`src/rtl/hazard_ctrl_pkg.sv`:
```
// Shared definitions for the pipeline hazard controller: FSM state encoding,
// register-address defaults and the packed bundle of stall/flush enables.
package hazard_ctrl_pkg;

  localparam int REG_AW_DEF = 5;
  localparam int X0_IDX     = 0;

  typedef enum logic [1:0] {
    HZ_RUN      = 2'd0,
    HZ_LU_STALL = 2'd1,
    HZ_MEM_WAIT = 2'd2,
    HZ_MDU_WAIT = 2'd3
  } hz_state_e;

  typedef struct packed {
    logic pc_stall;
    logic ifid_stall;
    logic ifid_flush;
    logic idex_stall;
    logic idex_flush;
    logic exmem_stall;
    logic memwb_flush;
  } hz_ctrl_t;

  localparam hz_ctrl_t CTRL_NONE     = hz_ctrl_t'(7'b000_0000);
  localparam hz_ctrl_t CTRL_FREEZE   = hz_ctrl_t'(7'b110_1011);
  localparam hz_ctrl_t CTRL_LOAD_USE = hz_ctrl_t'(7'b110_0100);
  localparam hz_ctrl_t CTRL_REDIRECT = hz_ctrl_t'(7'b001_0100);
  // EX/MEM keeps advancing during an MDU stall and picks up the bubble from EX.
  localparam hz_ctrl_t CTRL_MDU      = hz_ctrl_t'(7'b110_1000);

endpackage

```
`src/rtl/hazard_perf_cnt.sv`:
```
// Saturating event counter used for the hazard performance counters.
// Only compiled when HAZARD_PERF_EN is defined.
`ifdef HAZARD_PERF_EN
module hazard_perf_cnt #(
  parameter int CNT_W = 32
) (
  input  logic             clk,
  input  logic             rst,
  input  logic             en,
  output logic [CNT_W-1:0] count
);

  logic [CNT_W-1:0] count_q, count_d;

  always_comb begin
    count_d = count_q;
    if (en && (count_q != {CNT_W{1'b1}})) count_d = count_q + 1'b1;
  end

  always_ff @(posedge clk) begin
    if (rst) count_q <= '0;
    else     count_q <= count_d;
  end

  assign count = count_q;

endmodule
`endif

```
`src/rtl/hazard_ctrl.sv`:
```
// Pipeline hazard controller for the 5-stage RV32I core: load-use stalls, redirect
// flushes and memory/MDU freezes. HAZARD_PERF_EN adds stall/flush perf counters.
module hazard_ctrl
  import hazard_ctrl_pkg::*;
#(
  parameter int REG_AW     = REG_AW_DEF,
  parameter int LOAD_DELAY = 1,
  parameter int CNT_W      = 32
) (
  input  logic              clk,
  input  logic              rst,
  input  logic [REG_AW-1:0] ifid_rs1,
  input  logic [REG_AW-1:0] ifid_rs2,
  input  logic              ifid_rs1_used,
  input  logic              ifid_rs2_used,
  input  logic [REG_AW-1:0] idex_rd,
  input  logic              idex_mem_read,
  input  logic              ex_redirect,
  input  logic              mdu_busy,
  input  logic              dmem_req,
  input  logic              dmem_ready,
  output logic              pc_stall,
  output logic              ifid_stall,
  output logic              ifid_flush,
  output logic              idex_stall,
  output logic              idex_flush,
  output logic              exmem_stall,
  output logic              memwb_flush,
  output logic [1:0]        hz_state,
  output logic [CNT_W-1:0]  stall_cnt,
  output logic [CNT_W-1:0]  flush_cnt
);

  hz_state_e  state_q, state_d;
  logic [1:0] cnt_q, cnt_d;
  hz_ctrl_t   ctrl;
  logic       mem_wait;
  logic       lu_hit;
  logic       in_lu_stall;

  assign mem_wait = dmem_req & ~dmem_ready;
  assign lu_hit   = idex_mem_read && (idex_rd != REG_AW'(X0_IDX)) &&
                    ((ifid_rs1_used && (ifid_rs1 == idex_rd)) ||
                     (ifid_rs2_used && (ifid_rs2 == idex_rd)));

  // A freeze that interrupted a load-use stall keeps cnt, so it resumes on release.
  assign in_lu_stall = (state_q == HZ_LU_STALL) ||
                       ((state_q == HZ_MEM_WAIT) && (cnt_q != 2'd0));

  always_comb begin
    state_d = state_q;
    cnt_d   = cnt_q;
    ctrl    = CTRL_NONE;
    if (mem_wait) begin
      ctrl    = CTRL_FREEZE;
      state_d = HZ_MEM_WAIT;
    end else if (in_lu_stall) begin
      if (ex_redirect) begin
        ctrl    = CTRL_REDIRECT;
        cnt_d   = 2'd0;
        state_d = HZ_RUN;
      end else begin
        ctrl    = CTRL_LOAD_USE;
        cnt_d   = cnt_q - 2'd1;
        state_d = (cnt_q == 2'd1) ? HZ_RUN : HZ_LU_STALL;
      end
    end else if (mdu_busy) begin
      ctrl    = CTRL_MDU;
      state_d = HZ_MDU_WAIT;
    end else if (ex_redirect) begin
      ctrl    = CTRL_REDIRECT;
      state_d = HZ_RUN;
    end else if (lu_hit) begin
      ctrl = CTRL_LOAD_USE;
      if (LOAD_DELAY > 1) begin
        cnt_d   = 2'(LOAD_DELAY - 1);
        state_d = HZ_LU_STALL;
      end else begin
        state_d = HZ_RUN;
      end
    end else begin
      state_d = HZ_RUN;
    end
  end

  always_ff @(posedge clk) begin
    if (rst) begin
      state_q <= HZ_RUN;
      cnt_q   <= 2'd0;
    end else begin
      state_q <= state_d;
      cnt_q   <= cnt_d;
    end
  end

  assign pc_stall    = ctrl.pc_stall;
  assign ifid_stall  = ctrl.ifid_stall;
  assign ifid_flush  = ctrl.ifid_flush;
  assign idex_stall  = ctrl.idex_stall;
  assign idex_flush  = ctrl.idex_flush;
  assign exmem_stall = ctrl.exmem_stall;
  assign memwb_flush = ctrl.memwb_flush;
  assign hz_state    = state_q;

`ifdef HAZARD_PERF_EN
  hazard_perf_cnt #(.CNT_W(CNT_W)) u_stall_cnt (
    .clk   (clk),
    .rst   (rst),
    .en    (ctrl.pc_stall),
    .count (stall_cnt)
  );

  hazard_perf_cnt #(.CNT_W(CNT_W)) u_flush_cnt (
    .clk   (clk),
    .rst   (rst),
    .en    (ctrl.ifid_flush),
    .count (flush_cnt)
  );
`else
  assign stall_cnt = '0;
  assign flush_cnt = '0;
`endif

endmodule

```
`config.mk`:
```
export PLATFORM = sky130hd
export DESIGN_NAME = hazard_ctrl
export DESIGN_NICKNAME = d
export VERILOG_FILES = /design/src/rtl/hazard_ctrl_pkg.sv /design/src/rtl/hazard_perf_cnt.sv /design/src/rtl/hazard_ctrl.sv
export SDC_FILE = /design/constraint.sdc
export NUM_CORES = 1
export LEC_CHECK = 0
export ABC_CLOCK_PERIOD_IN_PS = 3400
export CAP_MARGIN = 20
export CORE_ASPECT_RATIO = 1.5
export CORE_MARGIN = 4
export CORE_UTILIZATION = 28
export DETAILED_ROUTE_END_ITERATION = 12
export GPL_TIMING_DRIVEN = 0
export PLACE_DENSITY = 0.77
export SLEW_MARGIN = 5
export SYNTH_ARGS = -nofsm -noshare
export SYNTH_HDL_FRONTEND = slang
export SYNTH_SLANG_ARGS = --single-unit
```
`constraint.sdc`:
```
create_clock -name clk -period 3.4 [get_ports clk]
set_clock_uncertainty 0.15 [all_clocks]
set_input_delay 1.02 -clock clk [delete_from_list [all_inputs] [get_ports clk]]
set_output_delay 1.02 -clock clk [all_outputs]
set_load 0.005 [all_outputs]
```
==> results.py <==
metrics = {
    "sta": {
        "fin_setup_tns_ps": -14.4,
        "rsz0062_at_grt": "yes",
        "setup_slack_ps": -14.4,
        "finalHoldViolations": 0,
        "slew_viol_final": 0,
        "finalSetupViolCount": 1,
        "finalCritPeriodShare": 1.00,
        "max_freq_mhz": 293,
        "min_period_ps": 3410,
        "hold_slack_ps": 343,
    },
    "place": {
        "dpl_worst_slack_ps": -903,
        "post-place-cells": 248,
        "post-dp-hpwl_um": 1810,
        "place.gp.congestion": 0.674,
        "io_buffers": 32,
    },
    "route": {
        "via_per_inst": 3.27,
        "dr.pass1.iters": 4,
        "vias": 838,
        "wirelength_um": 1960,
        "ant_nets": 0,
        "avgRoutedWirePerCell_um": 7.67,
        "drc": 0,
        "drt_first_iter_violations": 2,
    },
    "synth": {
        "yosys.area.top_type": "buf_4",
        "avgSynthCellArea_um2": 7.83,
        "yosysWarnings": 0,
        "synth_edf_count": 0,
        "syn-instance-count": 114,
        "syn_area_um2": 892,
        "netlist.area_leader.share": 0.555,
        "synthFlopType": "dfxtp_1",
        "synthTopCellsByArea": "buf_4 56%, dfxtp_1 9.0%, xor2_1 7.9%",
        "synth.distinct_cells": 28,
        "synth-seq-cells": 4,
        "ys_seq_area_frac": 0.0898,
        "ys_async_sr_fraction": 0,
    },
    "status": {
        "status": "complete, but fails checks",
        "violations": "negative setup slack",
    },
    "worst_setup_path": {
        "cp_slowest_cell": "nor4_2",
        "slowest_delay_ps": 290,
        "r2r_slack_ps": 1440,
        "startpoint_type": "input port",
        "cp_max_fo": 2,
        "worstPathRequired_ps": 2230,
        "end_kind": "primary output",
        "cp_data_arrival_time_ps": 2240,
        "crit_chain": "buf_8, xor2_2, nor4_2, a32oi_2, o31ai_2, buf_4, buf_6",
        "worstSetupPathType": "in -> out",
    },
    "power_and_ir_drop": {
        "power.leakage_nw": 0.948,
        "power_density_nw_per_um2": 197,
        "irDropWorstVdd_v": 0.000116,
    },
    "finish": {
        "finalNonFillerCells": 256,
        "regArea_um2": 80.1,
        "fin_util": 0.546,
        "nFillCells": 279,
        "multi_input_area_um2": 619,
        "diodes": 0,
        "syn2layout_area_growth_pct": 81.9,
        "final_layout_size_suffix_gt1_frac": 0.465,
        "fin_nets": 245,
    },
    "min_path": {
        "hp-class": "reg -> reg",
    },
    "die": {
        "start_util": 0.300,
        "num_io_pins": 97,
        "core_um2": 2970,
        "die_h_um": 77.1,
        "die-area_um2": 4170,
        "rows": 24,
        "die_x_um": 54.1,
    },
    "clocking": {
        "cts_root_buf": "clkbuf_8",
        "htreeDepth": 1,
        "cts_made_buffers": 3,
        "cts_tree": "yes",
        "clock_latency_ps": 210,
        "ctsLongestPathBuffers": 2,
        "clk_pin_slew_ps": 30,
        "cts.sinks": 4,
        "ctsHoldBuffers": 0,
    },
    "global_routing": {
        "grt_max_degree": 8,
        "grt_usage": 0.0949,
        "grt_pass1_vias": 759,
        "grt_overflow": 0,
        "grt_first_pass_wirelength_um": 2980,
        "antenna_found_initial": 0,
    },
    "flow_run": {
        "maxCapViolations": 0,
    },
}
-- cell families (layout without fill, tap and decap cells) --
kind of cell               Yosys count  count (layout)  share of synthesized area
buffers and inverters               69             109                      0.568
other                                1              64                    0.00420
AOI/OAI and AO/OA                   10              10                     0.0856
and+or+nand+nor                     16              16                      0.104
muxes                                2               2                     0.0224
DFF                                  4               4                     0.0898
adders and majority gates            2               2                     0.0280
xor gates and xnor gates            10              10                     0.0982
-- per-stage QoR --
stage,power [mW],area (um^2)
5_1_grt,0.348,1620
2_1_floorplan,0.155,1130
3_5_place_dp,0.211,1500
4_1_cts,0.316,1580
6_report,0.320,1620
3_3_place_gp,0.210,1500
-- timing repair --
item                                    CTS  global route
buffers inserted                          4             2
pin swaps                                 8            12
endpoints found under the setup margin    7             3
resized for setup                        61            21
-- worst paths after layout --
path | startpoint | endpoint | cells after the start
hold / removal | cnt_q[1]$_SDFFE_PP0P_ | cnt_q[1]$_SDFFE_PP0P_ | 2
setup reg to reg | cnt_q[0]$_SDFFE_PP0P_ | hz_state[0]$_SDFF_PP0_ | 6
setup / recovery | idex_rd[1] | pc_stall | 7
hold reg to reg | cnt_q[1]$_SDFFE_PP0P_ | cnt_q[1]$_SDFFE_PP0P_ | 2
-- where the power goes --
group          leakage (nW)  total [mW]  switching, mW  internal (mW)
logic                 0.893       0.170         0.0645          0.105
clock network        0.0216      0.0983         0.0230         0.0753
registers            0.0329      0.0524        0.00198         0.0505
-- synthesized netlist by cell type (2+ instances only) --
master / count
mux2i_1: 2
ha_1: 2
nor4_1: 2
buf_4: 66
o21ai_0: 2
nor2_1: 5
inv_1: 3
xor2_1: 8
dfxtp_1: 4
xnor2_1: 2
-- flip-flops by register name, indices dropped and copies added, names as in the netlist --
register,cells
cnt_q,2
hz_state,2
-- cell usage in the layout (no fill, tap or decap), drive strengths merged --
master	count
or4	1
nor2b	1
buf	79
o211ai	1
a31oi	1
clkdlybuf4s15	3
nor4	2
xnor2	2
clkbuf	7
xor2	8
inv	3
o21ai	2
dfxtp	4
a211oi	1
a21o	1
and2	3
or2b	1
dlymetal6s2s	1
conb	64
a32oi	1
nand2	1
nor2	5
or3b	1
ha	2
a21boi	1
dlygate4sd2	6
o31ai	1
o21a	1
mux2i	2
clkdlybuf4s50	10
or3	1
-- cell type report --
type	instances	share of cell area
Tap cell	39	0.0301
Sequential cell	4	0.0493
Buffer	66	0.305
Timing Repair Buffer	37	0.201
Inverter	3	0.00694
Multi-Input combinational cell	104	0.382
Clock buffer	3	0.0254
-- routing by layer --
| layer | GRT usage | up-vias | wire length, um |
|---|---|---|---|
| met3 | 0.0523 | 5 | 509 |
| met4 | 0.0449 | 0 | 37 |
| met5 | 0 | - | 0 |
| li1 | - | 440 | - |
| met2 | 0.159 | 79 | 853 |
| met1 | 0.0895 | 314 | 564 |
-- worst max-delay path: cells and delay by family --
kind	cells	cell delay, ps
buffers and inverters	3	330
XOR/XNOR	1	160
AND/OR/NAND/NOR	1	290
AO/OA/AOI/OAI	2	430
Power figures use the tool's default switching activity.
==> RTL change 1 (same settings) <==
The option `HAZARD_PERF_EN` is turned on by a define.
--- a/src/rtl/hazard_perf_cnt.sv
+++ b/src/rtl/hazard_perf_cnt.sv
@@ -1,5 +1,7 @@
 // Saturating event counter used for the hazard performance counters.
 // Only compiled when HAZARD_PERF_EN is defined.
+`define HAZARD_PERF_EN
+
 `ifdef HAZARD_PERF_EN
 module hazard_perf_cnt #(
   parameter int CNT_W = 32
Behaviour: not the same (Yosys sat finds a counterexample within 4 cycles, from zero or initial values and one cycle with rst high).
==> RTL change 1 against the original RTL <==
  * The run still ends with negative setup slack left
  * Utilization fell by 14 points
  * Sequential cell count grew 64
  * Wire length grew to 5.5 times the old value
  * Register-to-register slack got worse by 940 ps
  * Synthesized area grew to 4.0 times the old value
  * Non-clock buffer count rose by 19
  * Final area grew to 3.2 times the old value
  * Clock power rose to 11 times the old value
  * Via count grew to 4.3 times the old value
  * Worst setup slack worse by 130 ps
  * Critical path type unchanged
  * Combinational power grew 5%
  * Power increased to 6.5 times the old value
  * Synthesized cell count rose to 3.8 times the old value
  * Largest cell class is now multi-input gates
==> RTL change 1: results (changes against the original RTL) <==
outcome=finished, violations left; failing checks=negative setup slack; clock buffers=10 (+7); multi-input logic area=2116 sq um (+240%); vias after detailed routing=3,571 (+330%); sequential share of cell area=26.55% (+22 points); Core Region=12,510 sq um (+320%); Layout non-clock buf frac=21.08% (-30 points); # clock sinks=68 (+64); clock-cell share of area=6.662% (+4.1 points); met3 Usage GRT=3.848% (-1.4 points); Total Routing Usage GR=14.52% (+5.0 points); met2 wire length=5.859 mm (+590%); Critical Path Start=idex_rd[0]; Synth cell types=45 (+61%); Worst R2R Setup Slack=500 ps (-940 ps); final worst slack=-141.9 ps (-127.6 ps); Iteration-0 DRC Markers=93 (+91); Min-Delay Path Depth=2 (unchanged); Avg Synthesized Cell Area=8.373 sq um (+7.0%); placed cells=681 (+170%); GR Util met1=15.84% (+6.9 points); post-detail-place hpwl=7.925 mm (+340%); leakage power=1.855 nW (+96%); DRT met1 WL=4.214 mm (+650%); final setup fails=2 (+1); Worst Path Max Fanout=3 (+1); multi-input logic cell count=331 (+220%); Fillers=1,275 (+360%); dpl ws=-1256 ps (-352.6 ps); Root Buffer=clkbuf_16; Avg WL per Cell=15.38 um (+100%); maximum vdd ir drop=239.1 uV (+110%); hold slack=347.8 ps (+4.342 ps); met3 WL=514 um (+0.98%); H-Tree Depth=3 (+2); setup_tns=-229.2 ps (-214.8 ps); grt met2 use=26.23% (+10 points); antenna fix cells=0 (unchanged); R2R cell count=10 (+4); DP Area=4761 sq um (+220%); Data arrival, critical path=2370 ps (+130 ps); RD Place Congestion=0.8573 (+27%); postcts setup bufs=6 (+2); invs w/o clock=8 (+5); hold endpoint=cnt_q[1]; worst skew pair latency=340 ps (+130 ps); layout cells sized above 1=14.50% (-32 points); largest net degree at the start of global routing=19 (+11); IO Port Bufs=96 (+200%); DRT Wirelength=10.78 mm (+450%); Reg-to-Reg End=u_stall_cnt.count[13]; # nets final=568 (+130%); pwr/cell area=404.5 nW/um^2 (+100%); # resized after CTS=78 (+28%); Non-clk bufs=122 (+18%); first-pass GRT wire length=17.23 mm (+480%); sequential share of the synthesized area=37.90% (+29 points); most frequent cells after synthesis=68 x dfxtp_1, 64 x nor2_1, 29 x nand2_1, 26 x xor2_1, 21 x nand4_1
==> RTL change 1: changes by cell type after synthesis, moves of 21 or more <==
cell | before | now
buf_4 | 66 | 4
dfxtp_1 | 4 | 68
nand2_1 | 1 | 29
nand4_1 | 0 | 21
nor2_1 | 5 | 64
==> RTL change 1: kinds of logic (layout without fill, tap and decap cells) <==
family	Yosys count	after routing	share of synthesized area, %
buffers and inverters	30	146	4.284
muxes	18	18	5.608
adders and majority gates	4	4	1.393
AOI/OAI and AO/OA	46	46	8.394
xor gates and xnor gates	38	38	9.265
and+or+nand+nor	225	225	33.16
DFF	68	68	37.90
==> RTL change 1: power breakdown <==
part | internal, mW | switching (mW)
combinational | 0.0867 | 0.0914
clock | 0.718 | 0.363
sequential | 0.805 | 0.0103
total | 1.61 | 0.464
==> RTL change 1: worst max-delay path, delay by kind of cell <==
kind / cells / cell delay (ps)
AOI/OAI and AO/OA: 3 / 590
xor gates and xnor gates: 1 / 170
buffers and inverters: 4 / 320
and+or+nand+nor: 1 / 280
==> RTL change 2 (config.mk and constraints unchanged) <==
Made on the original files. Set the package constant `REG_AW_DEF` to 4 (it was 5).
--- a/src/rtl/hazard_ctrl_pkg.sv
+++ b/src/rtl/hazard_ctrl_pkg.sv
@@ -2,7 +2,7 @@
 // register-address defaults and the packed bundle of stall/flush enables.
 package hazard_ctrl_pkg;
 
-  localparam int REG_AW_DEF = 5;
+  localparam int REG_AW_DEF = 4;
   localparam int X0_IDX     = 0;
 
   typedef enum logic [1:0] {
Interface: changed (resized idex_rd, ifid_rs1 and ifid_rs2); port bits go from 97 to 94. The function was not compared with the original's and may differ.
==> RTL change 2 against the original RTL <==
  * Wire length is 2.5% lower
  * Cell count decreased by 2.0%
  * Synthesized cell count is 1.8% lower
  * Sequential cell count is the same
  * Worst setup slack improved by 42 ps
  * Final area shrank 4.1%
  * Synthesized area down 2.4%
  * Power is essentially flat
  * Critical path type unchanged
==> RTL change 2: results (changes against the original RTL) <==
outcome=finished, final reports clean; critical path required time=2230 ps (about the same); grt met2 use=15.72% (-0.17 points); first-pass GRT wire length=2.856 mm (-4.2%); Avg WL per Cell=7.625 um (-0.60%); Tightest Hold Check Type=register to register; maximum vdd ir drop=108.9 uV (-5.9%); Synth warnings=0 (unchanged); worst skew pair latency=220 ps; Num CTS Buffers=3 (unchanged); Synth cell types=24 (-14%); largest net degree at the start of global routing=8 (unchanged); H-Tree Depth=1 (unchanged); Clock Path Buffers=2 (unchanged); sequential share of the synthesized area=9.195% (+0.22 points); Iteration-0 DRC Markers=4 (+2); share of async-settable or async-resettable flops after synthesis=0% (unchanged); antenna fix cells=0 (unchanged); vias after detailed routing=811 (-3.2%); number of global-route vias before repair=773 (+1.8%); slowest stage delay, CP=290 ps (about the same); DP Area=1446 sq um (-3.4%); leakage power=0.9242 nW (-2.5%); Reg clk slew, reported paths=30 ps (about the same); Root Buffer=clkbuf_8; antenna violations before repair=0 (unchanged); # nets final=237 (-3.3%); Worst Path Max Fanout=3 (+1); Slowest cell on crit path=nor4_4; crit-path leading delay family=buffers and inverters; total congestion overflow=0 (unchanged); largest cells by area after synthesis=buf_4 57%, dfxtp_1 9.2%, xor2_1 6.0%; layout cells sized above 1=45.75% (-0.79 points); most frequent cells after synthesis=66 x buf_4, 6 x xor2_1, 5 x inv_1, 5 x nor2_1, 4 x dfxtp_1; RD Place Congestion=0.6742 (unchanged); GR Util met1=8.245% (-0.71 points); Pre-Repair DR Iteration Count=2 (-2); Worst R2R Setup Slack=1810 ps (+370 ps); met3 Usage GRT=3.131% (-2.1 points); Finished Layout Cells=251 (-2.0%); IO Port Bufs=29 (-9.4%); post-detail-place hpwl=1.771 mm (-2.2%); top_reg_cell synth=dfxtp_1; post-synthesis cell count=112 (-1.8%); Total Routing Usage GR=8.970% (-0.52 points)
## RTL change 2: cell types whose count changed after synthesis, moves of 2 or more
cell,unedited run,this run
xor2_1,8,6
inv_1,3,5
nor4_1,2,0
o21ai_0,2,0
a21oi_2,0,2
nor3_1,0,2
a21oi_1,0,2
## RTL change 2: logic make-up (layout without fill, tap and decap cells)
group	after synthesis	in the layout	share of synthesized area (%)
compound gates	9	9	7.759
xor+xnor	8	8	8.046
fa+ha+maj	2	2	2.873
buf+inv	71	108	59.05
flops	4	4	9.196
mux	2	2	2.299
other cells	1	64	0.4306
simple gates	15	15	10.35
## RTL change 2: repair_timing
| item | 4_1_cts | 5_1_grt |
|---|---|---|
| gates resized for setup | 43 | 26 |
| setup buffers | 4 | 1 |
| pin swaps | 6 | 10 |
| endpoints found under the setup margin | 7 | 3 |
## RTL change 2: stage by stage
step	hold WS, ps	setup WS [ps]	utilization, %	power, mW	setup TNS, ps
final	338.3	28.08	52.89	0.3205	0
after global routing	408.3	-38.24	52.89	0.3459	-38.24
after CTS	349.7	-48.89	51.32	0.3122	-48.89
after detailed placement	342.2	-745.6	49.15	0.2092	-3189
after global placement	325.0	-766.2	49.15	0.2082	-3195
after floorplan	310.4	302.8	-	0.1568	0
## RTL change 2: final timing paths
kind              start        to  cells after the start
max          idex_rd[3]  pc_stall                      7
min            cnt_q[1]  cnt_q[1]                      2
min reg2reg    cnt_q[1]  cnt_q[1]                      2
max reg2reg    cnt_q[0]  cnt_q[0]                      7
## RTL change 2: report_power, final
part	switching [mW]	internal [mW]	total [mW]	leakage, nW
Combinational	0.0660	0.100	0.166	0.870
Clock	0.0260	0.0756	0.102	0.0216
Sequential	0.00225	0.0504	0.0527	0.0329
## RTL change 2: worst register-to-register path: cells and delay by family, from the launching register on
kind | cells | cell delay [ps]
AOI/OAI and AO/OA | 1 | 100
buffers and inverters | 1 | 60
adders and majority gates | 1 | 200
muxes | 1 | 200
DFF | 1 | 360
and+or+nand+nor | 3 | 400
## RTL change 2: layout make-up
class | instances | area [sq um]
inverter | 5 | 18.77
buffer | 66 | 495.5
fill | 299 | 1386
tap | 39 | 48.80
multi-input combinational | 100 | 568.0
clock buffer | 3 | 41.29
sequential | 4 | 80.08
timing repair buffer | 34 | 304.0
## RTL change 2: routing by layer
layer  vias up  part of all wire (%)
met2        75                    48
met4         0                   2.2
met1       312                    28
met5         -                     0
li1        420                     -
met3         4                    22
